## src/rtl/sign_mag_alu_pipe_if.sv

```systemverilog
// Handshake/data bundle for the sign-magnitude add/sub/accumulate pipe.
// master = producer/consumer side (bench), slave = the pipe itself.
interface sign_mag_alu_pipe_if #(
  parameter int N = 4
);
  logic         in_valid;
  logic         in_ready;
  logic [1:0]   op;
  logic [N-1:0] a;
  logic [N-1:0] b;
  logic         out_valid;
  logic         out_ready;
  logic [N-1:0] sum;
  logic         ovf;
  logic [N-1:0] acc;

  modport master (
    output in_valid, op, a, b, out_ready,
    input  in_ready, out_valid, sum, ovf, acc
  );

  modport slave (
    input  in_valid, op, a, b, out_ready,
    output in_ready, out_valid, sum, ovf, acc
  );
endinterface

```

## src/rtl/sign_mag_alu_pipe.sv

```systemverilog
// Two-stage sign-magnitude ADD/SUB/ACC/CLR unit with valid/ready on both
// sides. S1 holds the normalised request, S2 holds the result. The
// arithmetic sits between S1 and S2 so ACC always reads the accumulator as
// left by every older operation (it retires into S2 on the same edge).
module sign_mag_alu_pipe #(
  parameter int N   = 4,
  parameter bit SAT = 1'b0
) (
  input logic             clk,
  input logic             rst,
  sign_mag_alu_pipe_if.slave bus
);
  localparam int M = N - 1;  // magnitude width

  typedef enum logic [1:0] {OP_ADD = 2'b00, OP_SUB = 2'b01, OP_ACC = 2'b10, OP_CLR = 2'b11} op_e;

  typedef struct packed {
    op_e          op;
    logic [N-1:0] a;
    logic [N-1:0] b;
  } req_t;

  // Map -0 to +0 so the datapath never sees a signed zero.
  function automatic logic [N-1:0] norm(input logic [N-1:0] v);
    return (v[M-1:0] == '0) ? '0 : v;
  endfunction

  req_t         s1_req;
  logic         s1_valid;
  logic         out_valid;
  logic [N-1:0] sum_q;
  logic         ovf_q;
  logic [N-1:0] acc_q;

  logic         accept;
  logic         advance;
  req_t         cap_req;

  logic         xs, ys;
  logic [M-1:0] xm, ym;
  logic [N-1:0] msum;
  logic [M-1:0] mag;
  logic         sgn;
  logic         res_ovf;
  logic [N-1:0] res;

  assign advance      = s1_valid && (!out_valid || bus.out_ready);
  assign bus.in_ready = !rst && (!s1_valid || !out_valid || bus.out_ready);
  assign accept       = bus.in_valid && bus.in_ready;

  assign bus.out_valid = out_valid;
  assign bus.sum       = sum_q;
  assign bus.ovf       = ovf_q;
  assign bus.acc       = acc_q;

  // Capture-side normalisation; SUB becomes ADD with b's sign flipped
  // (a zero b stays +0).
  always_comb begin
    cap_req.op = op_e'(bus.op);
    cap_req.a  = norm(bus.a);
    cap_req.b  = norm(bus.b);
    if (cap_req.op == OP_SUB && cap_req.b[M-1:0] != '0)
      cap_req.b[N-1] = ~cap_req.b[N-1];
  end

  // Sign-magnitude add of X and Y; ACC uses (acc, a), ADD/SUB use (a, b).
  always_comb begin
    xs      = (s1_req.op == OP_ACC) ? acc_q[N-1]   : s1_req.a[N-1];
    xm      = (s1_req.op == OP_ACC) ? acc_q[M-1:0] : s1_req.a[M-1:0];
    ys      = (s1_req.op == OP_ACC) ? s1_req.a[N-1]   : s1_req.b[N-1];
    ym      = (s1_req.op == OP_ACC) ? s1_req.a[M-1:0] : s1_req.b[M-1:0];
    msum    = '0;
    mag     = '0;
    sgn     = 1'b0;
    res_ovf = 1'b0;
    if (s1_req.op == OP_CLR) begin
      mag = '0;
      sgn = 1'b0;
    end else if (xs == ys) begin
      msum    = {1'b0, xm} + {1'b0, ym};
      res_ovf = msum[N-1];
      mag     = (res_ovf && SAT) ? {M{1'b1}} : msum[M-1:0];
      sgn     = xs;
    end else if (xm >= ym) begin
      mag = xm - ym;
      sgn = xs;
    end else begin
      mag = ym - xm;
      sgn = ys;
    end
    // A zero result is always +0.
    res = {sgn && (mag != '0), mag};
  end

  // Stage 1: refill on accept, empty when the entry advances without refill.
  always_ff @(posedge clk) begin
    if (rst) begin
      s1_valid <= 1'b0;
      s1_req   <= '0;
    end else if (accept) begin
      s1_valid <= 1'b1;
      s1_req   <= cap_req;
    end else if (advance) begin
      s1_valid <= 1'b0;
    end
  end

  // Stage 2 and accumulator: load on advance, drop valid once consumed.
  always_ff @(posedge clk) begin
    if (rst) begin
      out_valid <= 1'b0;
      sum_q     <= '0;
      ovf_q     <= 1'b0;
      acc_q     <= '0;
    end else if (advance) begin
      out_valid <= 1'b1;
      sum_q     <= res;
      ovf_q     <= res_ovf;
      if (s1_req.op == OP_ACC || s1_req.op == OP_CLR)
        acc_q <= res;
    end else if (bus.out_ready) begin
      out_valid <= 1'b0;
    end
  end
endmodule

```

## src/flat_wrapper.sv

```systemverilog
// flat-port wrapper written by rule: the top's interface ports become plain ports
module sign_mag_alu_pipe_flat 
#(
  parameter int N   = 4,
  parameter bit SAT = 1'b0
)
  (clk, rst, bus_in_valid, bus_op, bus_a, bus_b, bus_out_ready, bus_in_ready, bus_out_valid, bus_sum, bus_ovf, bus_acc);
  sign_mag_alu_pipe_if #(.N(N)) bus_i ();
  input logic clk;
  input logic rst;
  input wire logic [$bits(bus_i.in_valid)-1:0] bus_in_valid;
  input wire logic [$bits(bus_i.op)-1:0] bus_op;
  input wire logic [$bits(bus_i.a)-1:0] bus_a;
  input wire logic [$bits(bus_i.b)-1:0] bus_b;
  input wire logic [$bits(bus_i.out_ready)-1:0] bus_out_ready;
  output wire logic [$bits(bus_i.in_ready)-1:0] bus_in_ready;
  output wire logic [$bits(bus_i.out_valid)-1:0] bus_out_valid;
  output wire logic [$bits(bus_i.sum)-1:0] bus_sum;
  output wire logic [$bits(bus_i.ovf)-1:0] bus_ovf;
  output wire logic [$bits(bus_i.acc)-1:0] bus_acc;
  assign bus_i.in_valid = bus_in_valid;
  assign bus_i.op = bus_op;
  assign bus_i.a = bus_a;
  assign bus_i.b = bus_b;
  assign bus_i.out_ready = bus_out_ready;
  assign bus_in_ready = bus_i.in_ready;
  assign bus_out_valid = bus_i.out_valid;
  assign bus_sum = bus_i.sum;
  assign bus_ovf = bus_i.ovf;
  assign bus_acc = bus_i.acc;
  sign_mag_alu_pipe #(.N(N), .SAT(SAT)) u_core (.clk(clk), .rst(rst), .bus(bus_i));
endmodule
```

## config.mk

```make
export PLATFORM = sky130hd
export DESIGN_NAME = sign_mag_alu_pipe_flat
export DESIGN_NICKNAME = d
export VERILOG_FILES = /design/src/rtl/sign_mag_alu_pipe_if.sv /design/src/rtl/sign_mag_alu_pipe.sv /design/src/flat_wrapper.sv
export SDC_FILE = /design/constraint.sdc
export NUM_CORES = 1
export LEC_CHECK = 0
export CAP_MARGIN = 20
export CELL_PAD_IN_SITES_DETAIL_PLACEMENT = 1
export CELL_PAD_IN_SITES_GLOBAL_PLACEMENT = 1
export CORE_MARGIN = 3
export CORE_UTILIZATION = 41
export DETAILED_ROUTE_END_ITERATION = 10
export PLACE_DENSITY = 0.92
export SLEW_MARGIN = 20
export SYNTH_ARGS = -nofsm -noshare
export SYNTH_HDL_FRONTEND = slang
export SYNTH_SLANG_ARGS = --single-unit
```

## constraint.sdc

```tcl
create_clock -name clk -period 4.42 [get_ports clk]
set_input_delay 0.884 -clock clk [delete_from_list [all_inputs] [get_ports clk]]
set_output_delay 0.884 -clock clk [all_outputs]
set_load 0.05 [all_outputs]
```

### After elaboration in Yosys (flattened, before gate mapping)

Index checks and enable logic that the tools add are counted.

| storage, ports and cells | value |
|---|---|
| word-level logic and storage cells | 55 |
| memory bits (read-only) | 0 |
| bits in writable memories | 0 |
| memories kept | 0 |
| register bits after elaboration | 21 |
| input bits | 14 |
| bits in latches | 0 |
| output and inout port bits | 11 |

| cells by class | value |
|---|---|
| muxes and demuxes | 19 |
| equality and inequality tests | 4 |
| $add $sub $neg | 3 |
| $lt $le $gt $ge | 1 |
| bitwise logic cells | 1 |
| multipliers | 0 |
| shifts and indexed selects | 0 |
| div/mod/pow operators | 0 |
| reduce and logical (&&, ||, !) cells | 19 |

Operators by type and width:

| cell | number |
|---|---|
| two-way mux 3 bit | 5 |
| two-way mux 1 bit | 12 |
| two-way mux 4 bit | 2 |
| zero test 3 bit | 2 |
| nonzero test 3 bit | 2 |
| subtractor 3 bit | 2 |
| logical AND 1 bit | 5 |
| adder 3 x 3 -> 4 bit | 1 |
| equality test 2 bit, second input constant | 2 |
| logical OR 1 bit | 4 |
| nonzero test 2 bit | 2 |
| >= comparator 3 bit | 1 |
| zero test 1 bit | 3 |
| equality test 2 x 1 -> 1 bit, second input constant | 1 |
| AND reduction 2 bit | 1 |
| equality test 1 bit | 1 |
| inverter 1 bit | 1 |

### Logic depth before layout (Yosys ltp)

Gate-level depths: netlist of the first run.

| logic depth | value |
|---|---|
| depth in word-level cells | 8 |
| gate-level depth with buffers | 15 |
| mapped depth without buffers | 13 |

### Worst setup path before layout of the first run

Ideal clock, no wire load.

| timing path | value |
|---|---|
| path kind | register -> register |
| start point | reg u_core.acc_q[1], in the netlist u_core.bus.acc[1] |
| end point | reg u_core.sum_q[3], in the netlist u_core.bus.sum[3] |
| period minus slack after synthesis | 2.834 ns |
| path buffers | 1 |
| arrival time | 2.738 ns |
| data required time | 4.324 ns |
| setup slack | 1.586 ns |
| stages on the path, launching flop included | 12 |
| setup time | 0.096 ns |
| path through | dfxtp_1 mux2i_1 ha_1 a21boi_2 o21ai_0 a221o_1 and2_1 buf_6 mux2i_1 nor3_1 o21a_1 o41ai_2 |

| between the ends | value |
|---|---|
| word-level cells in the longest chain between the ends | 7 |
| elaborated cells between the ends (all ways) | 13 |
| classes of those cells | add/sub (3); order compare (1); mux (7); reduce/logical (2) |

Ends and longest elaborated chain:

| what | RTL line | source |
|---|---|---|
| from (decl) | sign_mag_alu_pipe.sv:33 | `logic [N-1:0] acc_q;` |
| from (signal assigned) | sign_mag_alu_pipe.sv:120 | `acc_q <= res;` |
| two-way mux 3 bit * | sign_mag_alu_pipe.sv:69 | `xm = (s1_req.op == OP_ACC) ? acc_q[M-1:0] : s1_req.a[M-1:0];` |
| subtractor 3 bit (tied with other cells) | sign_mag_alu_pipe.sv:88 | `mag = ym - xm;` |
| two-way mux 3 bit | sign_mag_alu_pipe.sv:84 | `end else if (xm >= ym) begin` |
| two-way mux 3 bit | sign_mag_alu_pipe.sv:79 | `end else if (xs == ys) begin` |
| two-way mux 3 bit | sign_mag_alu_pipe.sv:76 | `if (s1_req.op == OP_CLR) begin` |
| nonzero test 3 bit | sign_mag_alu_pipe.sv:92 | `res = {sgn && (mag != '0), mag};` |
| logical AND 1 bit * | sign_mag_alu_pipe.sv:92 |  |
| to (signal assigned) | sign_mag_alu_pipe.sv:117 | `sum_q <= res;` |
| to (decl) | sign_mag_alu_pipe.sv:31 | `logic [N-1:0] sum_q;` |

Every way passes the cells marked *; elsewhere a longest branch is shown, timed or not.
A chain may end at the register's enable or synchronous reset.

### Worst setup path after layout of the first run

| timing path | value |
|---|---|
| start point | in rst |
| end point | out bus_in_ready |

| between the ends | value |
|---|---|
| word-level cells in the longest chain between the ends | 2 |

Ends and longest elaborated chain:

| what | RTL line | source |
|---|---|---|
| from (decl) | flat_wrapper.sv:10 | `input logic rst;` |
| zero test 1 bit | sign_mag_alu_pipe.sv:48 | `assign bus.in_ready = !rst && (!s1_valid \|\| !out_valid \|\| bus.out_ready);` |
| logical AND 1 bit | sign_mag_alu_pipe.sv:48 |  |
| to (decl) | flat_wrapper.sv:16 | `output wire logic [$bits(bus_i.in_ready)-1:0] bus_in_ready;` |

Every way passes these cells.

==> impl_metrics.py, run 1 <==
metrics = {
    "outcome": {
        "status": "finished, final reports clean",
    },
    "clocking": {
        "cts_resized": 0,
        "clock_sinks": 21,
        "htree_levels": 1,
        "clk_latency_ns": 0.30,
        "cts_buffer_depth": 2,
        "cts_buffers": 3,
        "path_clk_slew_ns": 0.12,
        "postCtsSetupBuffers": 0,
        "cts_tree": "built",
        "cts_root_buffer": "clkbuf_4",
        "postCtsHoldBufs": 0,
    },
    "placement": {
        "gp_congestion": 0.789,
        "dp_hpwl_mm": 2.62,
        "place_inst": 211,
        "port_buffers": 24,
    },
    "die": {
        "coreArea_sq_mm": 0.00288,
        "die_h_microns": 62.0,
        "die_w_microns": 62.0,
        "pin_count": 25,
        "die-area_sq_mm": 0.00384,
        "initial_core_util": 0.447,
        "fp-row-count": 19,
    },
    "global_route": {
        "grt_pass1_wl_mm": 5.20,
        "grt_max_degree": 27,
        "grt_pass1_vias": 1141,
        "gr-usage-all-layers": 0.184,
        "antenna_found_initial": 0,
        "grt-ovfl-total": 0,
    },
    "drt": {
        "wl_per_cell_microns": 15.0,
        "dr.pass1.iters": 4,
        "drc_errors": 0,
        "postRouteAntennaNets": 0,
        "via_per_inst": 5.30,
        "vias": 1140,
        "wl_mm": 3.23,
        "drtIter0Drc": 39,
    },
    "cells_and_area": {
        "nets": 197,
        "area_growth_pct": 22.9,
        "instances_no_fill": 215,
        "drive_above_1_share": 0.0751,
        "antenna_cells": 0,
    },
    "power_and_ir_drop": {
        "seqPwrFrac": 0.473,
        "ir_drop_mv": 0.182,
        "net-switching-power_w": 0.000147,
        "internal_power_w": 0.000293,
        "power_frac_clock": 0.212,
        "p_leak_nw": 0.633,
        "power.density_mw_per_mm2": 279,
        "swShare": 0.334,
        "pwr-share-comb": 0.316,
    },
    "setup_path": {
        "r2r-end": "u_core.bus.sum[1]",
        "start_kind": "primary input",
        "crit_family": "buffers and inverters",
        "cp.buffers_inverters": 3,
        "r2r_start": "u_core.s1_req[9]",
        "crit_path_top_delay_cell": "clkdlybuf4s50_1",
        "ff2ff_setup_slack_ns": 1.07,
        "worst_setup_path_end_kind": "output port",
        "cp_data_required_time_ns": 3.54,
        "worstPathCellList": "clkdlybuf4s50_1 -> buf_4 -> a21oi_1 -> clkdlybuf4s50_1",
        "cp_common_cell": "clkdlybuf4s50_1",
        "critical_path_class": "in -> out",
        "arrival_ns": 2.56,
        "critPathMaxStageDelay_ns": 0.84,
        "r2r_cells": 11,
        "cp_max_fo": 26,
    },
    "flow_run": {
        "maxCapViolations": 0,
    },
    "logic_synthesis": {
        "synth-seq-cells": 21,
        "ys_types": 41,
        "synth_area_sq_mm": 0.00128,
        "synth_warnings": 0,
        "async_flop_share": 0,
        "syn_nets": 172,
        "synth_area_per_cell_sq_um": 8.62,
        "seq_area_frac_synth": 0.327,
        "synth_enable_flop_cells": 0,
        "syn_inst": 149,
        "synth_flop_cell": "dfxtp_1",
    },
    "worst_hold_path": {
        "min_path_cells": 2,
        "min_to": "u_core.bus.sum[0]",
        "hold_path.class": "reg -> reg",
        "holdCritStartpoint": "u_core.bus.sum[0]",
    },
    "sta": {
        "hold_violations": 0,
        "finClkSkew_ns": 0.00436,
        "relSlewSlack": 0.668,
        "rsz0062_at_grt": "no",
        "layout_min_cycle_time_ns": 3.44,
        "worstMarginPinSlew_ns": 0.496,
        "finalCritPeriodShare": 0.778,
        "setup_violations": 0,
        "fmax_mhz": 291,
        "maxSlewViolCount": 0,
        "setup_tns_ns": 0,
    },
}
## synth_stat cells (2+ instances only)
cell / number / area share
nand3b_1: 11 / 0.064
clkbuf_1: 3 / 0.0088
nor2b_1: 2 / 0.0097
fa_1: 3 / 0.047
nand3_1: 2 / 0.0078
a21oi_1: 8 / 0.031
nor3_1: 3 / 0.012
nor2_1: 7 / 0.020
xnor2_1: 3 / 0.020
nand2_1: 33 / 0.096
and2_1: 2 / 0.0097
buf_6: 2 / 0.018
o31ai_1: 4 / 0.023
dfxtp_1: 21 / 0.33
ha_1: 6 / 0.058
mux2i_1: 6 / 0.047
inv_1: 7 / 0.020
nand2b_1: 3 / 0.015
## flip-flops by register name, summed over array words and instances (netlist names)
name and cells:
u_core.bus.ovf 1, u_core.bus.sum 4, u_core.s1_req 10, u_core.s1_valid 1
u_core.bus.out_valid 1, u_core.bus.acc 4
## power groups by stage
stage,logic (W),registers [W],clock network [W]
6_report,0.000139,0.000208,0.0000932
5_1_grt,0.000153,0.000210,0.000103
4_1_cts,0.000139,0.000208,0.0000942
3_5_place_dp,0.000139,0.000213,0
3_3_place_gp,0.000131,0.000211,0
2_1_floorplan,0.0000922,0.000220,0
## metrics by stage
stage | hold slack (ns) | power [W] | instance area [sq um] | util | setup slack (ns)
after floorplan | 0.444 | 0.000312 | 1280 | - | 1.59
after global placement | 0.440 | 0.000342 | 1550 | 0.539 | 1.02
after global routing | 0.485 | 0.000466 | 1580 | 0.549 | 0.776
after CTS | 0.467 | 0.000442 | 1580 | 0.549 | 0.975
after detailed placement | 0.451 | 0.000351 | 1550 | 0.539 | 0.979
final | 0.464 | 0.000441 | 1580 | 0.549 | 0.979
## layout make-up
| class | count | area [sq um] |
|---|---|---|
| clock buffers | 3 | 22.5 |
| clock inverters | 1 | 5.00 |
| flip-flops and latches | 21 | 420 |
| well taps | 42 | 52.6 |
| inverters | 7 | 26.3 |
| multi-input cells | 116 | 805 |
| repair buffers | 25 | 248 |
| fillers | 347 | 1300 |
## tightest hold or removal path, cell delays in order (launching register included)
cell and delay [ns]:
dfxtp_1 0.33, nand2_1 0.05, a21oi_1 0.05
## worst max path at each step
stage / start / to / slack (ns) / cells past startpoint
finish: rst / bus_in_ready / 0.98 / 4
global route: u_core.s1_req[9] / u_core.bus.sum[3] / 0.78 / 11
CTS: rst / bus_in_ready / 0.97 / 4
detailed placement: rst / bus_in_ready / 0.98 / 4
global placement: rst / bus_in_ready / 1.02 / 4
floorplan: u_core.bus.acc[1] / u_core.bus.sum[3] / 1.59 / 11
## cells by family (layout without fill, tap and decap cells)
| group | count (synthesis) | count (layout) | synth area share |
|---|---|---|---|
| buffers and inverters | 12 | 36 | 0.0467 |
| multiplexers | 7 | 7 | 0.0555 |
| flip-flops | 21 | 21 | 0.327 |
| AND/OR/NAND/NOR | 68 | 68 | 0.267 |
| adder cells (fa/ha/maj) | 10 | 10 | 0.113 |
| XOR/XNOR | 4 | 4 | 0.0331 |
| AO/OA/AOI/OAI | 27 | 27 | 0.158 |
## placed cells by master (no fill, tap or decap), types with 2 or more instances in the layout
cell type,instances
clkdlybuf4s50_1,24
nor2b_1,2
mux2i_1,6
nor2_1,7
nand3b_1,11
ha_1,6
nor3_1,3
fa_1,3
nand2_1,33
nand3_1,2
inv_1,7
o31ai_1,4
and2_1,2
dfxtp_1,21
a21oi_1,8
clkbuf_4,3
nand2b_1,3
xnor2_1,3
## layer usage
layer | track usage | vias to the layer above | routed length, microns
met5 | 0 | - | 0
met4 | 0.0333 | 0 | 22
met3 | 0.0455 | 2 | 107
met2 | 0.339 | 22 | 1720
met1 | 0.216 | 557 | 1390
li1 | - | 559 | -
Power figures use the tool's default switching activity.
==> run 2: changes to the inputs <==
Settings changed: CORE_UTILIZATION 41 to 38, PLACE_DENSITY 0.92 to 0.87.
Clock period 4.42 ns to 3.4 ns, I/O delays scaled along.
==> impl_metrics.py, run 2 (same netlist as run 1, synthesis figures left out) <==
metrics = {
    "drt": {
        "postRouteAntennaNets": 0,
        "route.met2.wl_mm": 1.82,
        "drt-met1-wl_mm": 1.42,
        "via_per_inst": 5.32,
        "vias": 1155,
        "drc_errors": 0,
        "top_layer": "met4",
        "route.met3.wl_microns": 130,
        "drtIter0Drc": 55,
        "wl_per_cell_microns": 15.8,
        "dr.pass1.iters": 4,
        "wl_mm": 3.43,
    },
    "sta": {
        "finClkSkew_ns": 0.00734,
        "layout_min_cycle_time_ns": 3.17,
        "setup_violations": 0,
        "rsz0062_at_grt": "no",
        "relSlewSlack": 0.657,
        "setup_tns_ns": 0,
        "hold_violations": 0,
        "maxSlewViolCount": 0,
        "worstMarginPinSlew_ns": 0.513,
        "finalCritPeriodShare": 0.932,
        "fmax_mhz": 316,
    },
    "cells_and_area": {
        "largest_reg_flops": 10,
        "area_growth_pct": 24.8,
        "regMostFlops": "u_core.s1_req",
        "nets": 197,
        "final_cell_mix": "nand2_1, clkdlybuf4s50_1, dfxtp_1, nand3b_1, a21oi_1",
        "fill_cells": 390,
        "antenna_cells": 0,
        "layout_commonest_cell": "nand2_1",
        "drive_above_1_share": 0.0867,
    },
    "clocking": {
        "cts_root_buffer": "clkbuf_4",
        "cts_buffer_depth": 2,
        "clock_sinks": 21,
        "cts_tree": "built",
        "htree_levels": 1,
        "clk_latency_ns": 0.33,
        "path_clk_slew_ns": 0.13,
        "postCtsSetupBuffers": 0,
        "cts_buffers": 3,
    },
    "placement": {
        "gp_congestion": 0.898,
        "dp_hpwl_mm": 2.76,
        "port_buffers": 24,
    },
    "setup_path": {
        "cp_max_fo": 7,
        "cp_data_required_time_ns": 3.65,
        "ff2ff_setup_slack_ns": 0.23,
        "arrival_ns": 3.42,
        "critical_path_class": "reg -> reg",
        "start_kind": "flop",
        "worst_setup_path_end_kind": "flop",
    },
    "worst_hold_path": {
        "hold_path.class": "reg -> reg",
    },
    "power_and_ir_drop": {
        "power.density_mw_per_mm2": 367,
        "total_power_w": 0.000589,
        "ir_drop_mv": 0.131,
        "p_leak_nw": 0.640,
    },
    "global_route": {
        "grt_max_degree": 26,
        "grt_pass1_wl_mm": 5.64,
        "gr-usage-all-layers": 0.179,
        "grt_pass1_vias": 1209,
        "antenna_found_initial": 0,
        "grt-ovfl-total": 0,
    },
    "die": {
        "die-area_sq_mm": 0.00412,
        "fp-row-count": 20,
        "pin_count": 25,
        "die_w_microns": 64.2,
        "coreArea_sq_mm": 0.00313,
        "initial_core_util": 0.411,
        "die_h_microns": 64.2,
    },
    "flow_run": {
        "maxCapViolations": 0,
    },
    "outcome": {
        "status": "finished, final reports clean",
    },
}
-- run 2: cell types whose count changed in the layout (fill, tap and decap cells not counted) --
cell             delta
buf_12              +1
clkdlybuf4s50_1     -1
mux2i_1             -1
mux2i_4             +1
-- run 2: per-stage QoR --
| stage | area [sq um] | util | std cells | setup slack, ns | hold slack, ns |
|---|---|---|---|---|---|
| floorplan | 1280 | - | 149 | 0.566 | 0.444 |
| global placement | 1560 | 0.500 | 213 | 0.272 | 0.442 |
| detailed placement | 1560 | 0.500 | 213 | 0.130 | 0.468 |
| CTS | 1590 | 0.509 | 217 | 0.0643 | 0.485 |
| global route | 1600 | 0.513 | 217 | 0.0357 | 0.494 |
| finish | 1600 | 0.513 | 217 | 0.232 | 0.476 |
-- run 2: layout make-up --
cell class / instances / area, sq um / share of cell area
clock inverters: 1 / 5.00 / 0.00312
flip-flops and latches: 21 / 420 / 0.262
repair buffers: 25 / 258 / 0.161
inverters: 7 / 26.3 / 0.0164
clock buffers: 3 / 22.5 / 0.0140
multi-input cells: 116 / 817 / 0.509
well taps: 44 / 55.1 / 0.0343
-- run 2: per-layer routing --
layer | vias up | global-route usage
met1 | 556 | 0.195
met4 | 0 | 0.0871
met2 | 34 | 0.332
li1 | 560 | -
met3 | 5 | 0.0299
met5 | - | 0
-- run 2: timing repair --
item	4_1_cts	5_1_grt
hold buffers	0	0
resized for setup	0	2
setup endpoints to repair	0	5
-- run 2: power breakdown --
| group | total [W] | leakage, nW | switching (W) | internal [W] |
|---|---|---|---|---|
| logic | 0.000184 | 0.450 | 0.000103 | 0.0000812 |
| registers | 0.000271 | 0.172 | 0.0000127 | 0.000259 |
| clock network | 0.000133 | 0.0177 | 0.0000892 | 0.0000442 |
-- run 2: final timing paths --
| check | from | end | cells past startpoint |
|---|---|---|---|
| worst min register to register | u_core.bus.sum[0] | u_core.bus.sum[0] | 2 |
| worst max register to register | u_core.s1_req[9] | u_core.bus.sum[3] | 11 |
| worst min-delay path | u_core.bus.sum[0] | u_core.bus.sum[0] | 2 |
| worst max-delay path | u_core.s1_req[9] | u_core.bus.sum[3] | 11 |
-- run 2: worst max-delay path: stages, from the launching register on --
cell and delay, ns:
dfxtp_1 0.48, nor2b_4 0.34, mux2i_4 0.33, inv_1 0.16
ha_1 0.27, nor3_1 0.22, a211o_1 0.19, and2_1 0.26
mux2i_1 0.29, nor3_1 0.07, o21a_1 0.21, o41ai_2 0.26
==> run 3: changes to the inputs <==
Settings changed: CAP_MARGIN 20 to 10.
==> results of run 3 <==
No change in the layout: final DEF, timing and power equal those of run 2.
